## config.mk

```make
export PLATFORM = sky130hd
export DESIGN_NAME = multi_sync
export DESIGN_NICKNAME = d
export VERILOG_FILES = /design/src/rtl/multi_sync.sv
export SDC_FILE = /design/constraint.sdc
export NUM_CORES = 1
export LEC_CHECK = 0
export CORE_MARGIN = 10
export CORE_UTILIZATION = 43
export CTS_BUF_LIST = sky130_fd_sc_hd__clkbuf_2 sky130_fd_sc_hd__clkbuf_4 sky130_fd_sc_hd__clkbuf_8
export CTS_CLUSTER_SIZE = 20
export DETAILED_ROUTE_END_ITERATION = 6
export PLACE_DENSITY_LB_ADDON = 0.3
export SLEW_MARGIN = 20
export SYNTH_ARGS = -nofsm -noshare
export SYNTH_HDL_FRONTEND = slang
export SYNTH_SLANG_ARGS = --single-unit
```

## constraint.sdc

```tcl
create_clock -name i_clk -period 1.85 [get_ports i_clk]
set_input_delay 0.37 -clock i_clk [delete_from_list [all_inputs] [get_ports i_clk]]
set_output_delay 0.37 -clock i_clk [all_outputs]
set_load 0.02 [all_outputs]
```

## src/rtl/multi_sync.sv

```systemverilog
// multi_sync: bank of independent multi-flop synchronisers for Gray-coded
// buses crossing into the i_clk domain, with Gray-to-binary conversion,
// per-channel change pulses and optional Gray-violation monitoring.
//
// Parameters:
//   CH      number of independent channels
//   WIDTH   bits per channel (Gray-coded pointer width)
//   STAGES  flops per synchroniser chain, legal range 2..4
//   ERR_W   width of the saturating error-cycle counter
//
// Ports:
//   i_clk       destination-domain clock, all state on posedge
//   i_rst_n     asynchronous active-low reset (deassertion must already be
//               synchronised to i_clk by the reset generator)
//   i_data      asynchronous Gray values, channel c at [c*WIDTH +: WIDTH]
//   i_err_clr   synchronous clear of error flags and counter
//   o_sync      synchronised Gray values, same packing as i_data
//   o_bin       combinational binary decode of o_sync, per channel
//   o_chg       per-channel pulse while o_sync differs from last cycle
//   o_gray_err  per-channel sticky flag: more than one bit changed at once
//   o_err_cnt   saturating count of cycles with at least one violation
//
// Build option:
//   MULTI_SYNC_GRAY_CHECK_EN  when defined, the violation detector, sticky
//   flags and counter are built; otherwise o_gray_err and o_err_cnt are tied
//   to zero and i_err_clr is ignored.

module multi_sync #(
  parameter int CH     = 2,
  parameter int WIDTH  = 5,
  parameter int STAGES = 2,
  parameter int ERR_W  = 8
) (
  input  logic                i_clk,
  input  logic                i_rst_n,
  input  logic [CH*WIDTH-1:0] i_data,
  input  logic                i_err_clr,
  output logic [CH*WIDTH-1:0] o_sync,
  output logic [CH*WIDTH-1:0] o_bin,
  output logic [CH-1:0]       o_chg,
  output logic [CH-1:0]       o_gray_err,
  output logic [ERR_W-1:0]    o_err_cnt
);

  localparam int N = CH * WIDTH;

  logic [N-1:0] sync_d [STAGES];
  logic [N-1:0] sync_q [STAGES];
  logic [N-1:0] prev_d;
  logic [N-1:0] prev_q;

  // Pure wiring between chain stages: each bit gets its own flop chain with
  // nothing in between, so metastability has a full cycle to resolve.
  always_comb begin
    sync_d[0] = i_data;
    for (int s = 1; s < STAGES; s++) begin
      sync_d[s] = sync_q[s-1];
    end
  end

  assign prev_d = o_sync;

  always_ff @(posedge i_clk or negedge i_rst_n) begin
    if (!i_rst_n) begin
      for (int s = 0; s < STAGES; s++) begin
        sync_q[s] <= '0;
      end
      prev_q <= '0;
    end else begin
      for (int s = 0; s < STAGES; s++) begin
        sync_q[s] <= sync_d[s];
      end
      prev_q <= prev_d;
    end
  end

  assign o_sync = sync_q[STAGES-1];

  // Gray to binary: running XOR from the MSB downwards within each channel.
  always_comb begin
    logic acc;
    acc   = 1'b0;
    o_bin = '0;
    for (int c = 0; c < CH; c++) begin
      acc = 1'b0;
      for (int k = WIDTH - 1; k >= 0; k--) begin
        acc = acc ^ o_sync[c*WIDTH + k];
        o_bin[c*WIDTH + k] = acc;
      end
    end
  end

  always_comb begin
    o_chg = '0;
    for (int c = 0; c < CH; c++) begin
      o_chg[c] = (o_sync[c*WIDTH +: WIDTH] != prev_q[c*WIDTH +: WIDTH]);
    end
  end

`ifdef MULTI_SYNC_GRAY_CHECK_EN
  logic [CH-1:0]    viol;
  logic [CH-1:0]    gray_err_d;
  logic [CH-1:0]    gray_err_q;
  logic [ERR_W-1:0] err_cnt_d;
  logic [ERR_W-1:0] err_cnt_q;

  // diff & (diff - 1) is non-zero exactly when more than one bit is set,
  // i.e. the synchronised value moved by more than one Gray step. For
  // WIDTH=1 it can never fire.
  always_comb begin
    logic [WIDTH-1:0] diff;
    diff = '0;
    viol = '0;
    for (int c = 0; c < CH; c++) begin
      diff    = o_sync[c*WIDTH +: WIDTH] ^ prev_q[c*WIDTH +: WIDTH];
      viol[c] = |(diff & (diff - WIDTH'(1)));
    end
  end

  // A clear coinciding with a violation still records that violation: the
  // flags of violating channels stay set and the counter restarts at 1.
  always_comb begin
    gray_err_d = (i_err_clr ? '0 : gray_err_q) | viol;
    if (|viol) begin
      if (i_err_clr) begin
        err_cnt_d = ERR_W'(1);
      end else if (&err_cnt_q) begin
        err_cnt_d = err_cnt_q;
      end else begin
        err_cnt_d = err_cnt_q + ERR_W'(1);
      end
    end else if (i_err_clr) begin
      err_cnt_d = '0;
    end else begin
      err_cnt_d = err_cnt_q;
    end
  end

  always_ff @(posedge i_clk or negedge i_rst_n) begin
    if (!i_rst_n) begin
      gray_err_q <= '0;
      err_cnt_q  <= '0;
    end else begin
      gray_err_q <= gray_err_d;
      err_cnt_q  <= err_cnt_d;
    end
  end

  assign o_gray_err = gray_err_q;
  assign o_err_cnt  = err_cnt_q;
`else
  logic unused_err_clr;

  assign unused_err_clr = i_err_clr;
  assign o_gray_err     = '0;
  assign o_err_cnt      = '0;
`endif

endmodule

```

==> summary.md <==
| Metric | Value |
|---|---|
| Crit. End Element | `primary output` |
| Reg2Reg Depth | `1` |
| Leak pwr | `0.749 nW` |
| Failing checks | `negative setup slack` |
| Count leader, synth | `dfrtp_1` |
| Post-DP HPWL | `1510 um` |
| Post-DR vias/cell | `3.99` |
| Setup Skew | `0.00719 ns` |
| Largest net degree at the start of global routing | `31` |
| CTS tree | `built` |
| Hold-fix buffers, CTS | `0` |
| Final Setup Violations | `5` |
| Mapped Cells | `65` |
| Synth area leaders | `dfrtp_1 70%, buf_4 8.4%, xor2_1 8.2%` |
| Clock sink total | `30` |
| Routability cong. | `0.725` |
| All-layer global routing usage | `8.05%` |
| VDD IR max | `750 uV` |
| Diodes inserted | `0` |
| Die ar. | `4880 um2` |
| Htree depth | `2` |
| Vias in the first global route | `657` |
| Slew Limit Fails | `0` |
| Post-synth cell types | `9` |
| CTS Buf Count | `5` |
| Maximum root-to-sink buffer count | `2` |
| I/O pins | `45` |
| Grt ovf | `0` |
| Core ar. | `2430 um2` |
| DP Worst Slack | `-0.356 ns` |
| Minimum clock period | `2.04 ns` |
| Slowest CP cell | `xor3_2` |
| Layout Nets | `125` |
| Initial antenna violation count | `0` |
| CP required | `1.48 ns` |
| Top-area cell type share of the netlist area | `70.2%` |
| TritonRoute pass-1 iters | `4` |
| ANT nets after route | `0` |
| Worst-Skew Late Latency | `0.31 ns` |
| Share of cells above drive strength 1 | `32.7%` |
| Design area | `1580 um2` |
| Die width | `69.9 um` |
| CP Launch Type | `register` |
| P_sw | `0.000377 W` |
| Worst-path fanout max | `2` |
| Int Pwr | `0.00104 W` |
| Hold Violations, Final | `0` |
| Reg power frac | `50.2%` |
| Comb power frac | `22.1%` |
| CP max stage delay | `0.43 ns` |
| Clk pwr share | `27.7%` |
| Yosys reg bits | `30` |
| Fin cells | `143` |
| Clk slew on worst S/H paths | `0.09 ns` |
| Period utilisation layout | `110%` |
| Pwr dens | `894 nW/um2` |
| Worst hold path class | `register to register` |
| Status | `finished, violations left` |
| Layout overhead on the synthesized area | `48.1%` |
| Mapped Area | `1070 um2` |
| Drc violations | `0` |
| First-pass GRT wire length | `3130 um` |
| Placed insts | `134` |
| Synth warn | `0` |
| Max Cap Viol | `0` |
| Root Driver | `clkbuf_4` |
| Post-synth top cells | `30 x dfrtp_1, 12 x buf_4, 10 x xor2_1` |
| Post-route setup slack | `-0.191 ns` |
| Syn_area_per_cell | `16.5 um2` |
| FP Rows | `18` |
| Count of input and output buffers | `33` |
| EDFF count, synth | `0` |
| Register area share after synthesis | `70.2%` |
| Placed cell area | `1510 um2` |
| Worst Path Arrival | `1.67 ns` |
| Initial Utilization | `44.0%` |
| Switch share | `26.6%` |
| Hold slack | `0.347 ns` |
| CP most frequent cell | `xor2_4` |
| RSZ-0062 raised after global routing | `yes` |
| Worst Path Class, Setup | `register to primary output` |
| Die H | `69.9 um` |
| Worst hold stages | `0` |
| Top FF cell, synth | `dfrtp_1` |
| F_max | `0.490 GHz` |
| Total number of vias | `570` |
| CP Cell Sequence | `xor3_2, xor2_4, xor2_4, buf_6` |
| DRT iter0 DRCs | `6` |
| Drt wl/cell | `13.4 um` |
| Post-synthesis async set-or-reset flop share | `100%` |
| Final wirelength | `1920 um` |
| Leading area contributor after synthesis | `dfrtp_1` |
critical path: cells and delay by family, from the launching register on:
kind	cells	cell delay, ns
XOR/XNOR	3	0.81
buffers and inverters	1	0.13
flip-flops	1	0.42
routing by layer:
layer,GRT usage (%),part of all wire (%),up-vias
li1,-,-,269
met1,6.94,36,276
met2,14.7,56,23
met3,3.81,6.9,2
met4,4.61,1.1,0
met5,0,0,-
layout by cell type, fill, tap and decap left out:
| cell | Yosys | layout |
|---|---|---|
| clkbuf_4 | 0 | 6 |
| xor2_4 | 0 | 4 |
| buf_6 | 0 | 4 |
| dfrtp_2 | 0 | 6 |
| dlymetal6s2s_1 | 0 | 4 |
| nor3_1 | 2 | 2 |
| clkdlybuf4s50_1 | 0 | 17 |
| dfrtp_1 | 30 | 24 |
| buf_4 | 12 | 11 |
| clkbuf_8 | 0 | 1 |
| buf_2 | 0 | 2 |
| xor2_1 | 10 | 8 |
| xnor2_1 | 4 | 4 |
| conb_1 | 1 | 10 |
| xor3_2 | 2 | 2 |
| dlygate4sd2_1 | 0 | 5 |
| nand3_1 | 2 | 2 |
| clkinv_2 | 0 | 1 |
kinds of logic after synthesis:
| kind of cell | Yosys count | synth area share, % |
|---|---|---|
| flip-flops | 30 | 70.2 |
| AND/OR/NAND/NOR | 4 | 1.87 |
| other | 1 | 0.351 |
| buffers and inverters | 12 | 8.42 |
| XOR/XNOR | 18 | 19.2 |
repair_timing:
action,CTS,global route
gates cloned,0,0
resized for setup,40,8
pin swaps,3,0
buffers inserted,0,1
setup endpoints to repair,14,12
registers in the layout, indices dropped and copies added, names as in the netlist:
register and flops:
sync_d 10, o_sync 10, prev_q 10
layout make-up:
cell class / count / area, um2
clock buffer: 7 / 58.8
multi-input combinational: 32 / 323
tap: 30 / 37.5
clock inverter: 1 / 5.00
timing repair buffer: 43 / 402
sequential: 30 / 758
fill: 188 / 848
metrics by stage:
step | util [%] | setup TNS (ns) | power [W]
after floorplan | - | -0.174 | 0.000908
after global placement | 62.2 | -1.10 | 0.00104
after detailed placement | 62.2 | -1.22 | 0.00105
after CTS | 64.2 | -0.715 | 0.00143
after global routing | 65.1 | -1.00 | 0.00149
final | 65.1 | -0.627 | 0.00142
power groups by stage:
stage | clock, W | sequential, W | combinational (W)
2_1_floorplan | 0 | 0.000742 | 0.000166
3_3_place_gp | 0 | 0.000721 | 0.000316
3_5_place_dp | 0 | 0.000723 | 0.000323
4_1_cts | 0.000411 | 0.000711 | 0.000312
5_1_grt | 0.000445 | 0.000715 | 0.000333
6_report | 0.000392 | 0.000710 | 0.000313
path summary, 6_finish.rpt:
| check | from | to | slack (ns) |
|---|---|---|---|
| max in group asynchronous | i_rst_n | o_sync[1] | 1.12 |
| worst min-delay path | sync_d[0] | o_sync[0] | 0.35 |
| min in group asynchronous | i_rst_n | prev_q[0] | 0.44 |
| worst max-delay path | o_sync[3] | o_bin[0] | -0.19 |
| worst min register to register | sync_d[0] | o_sync[0] | 0.35 |
| worst max register to register | o_sync[1] | prev_q[1] | 1.14 |
Power figures use the tool's default switching activity.
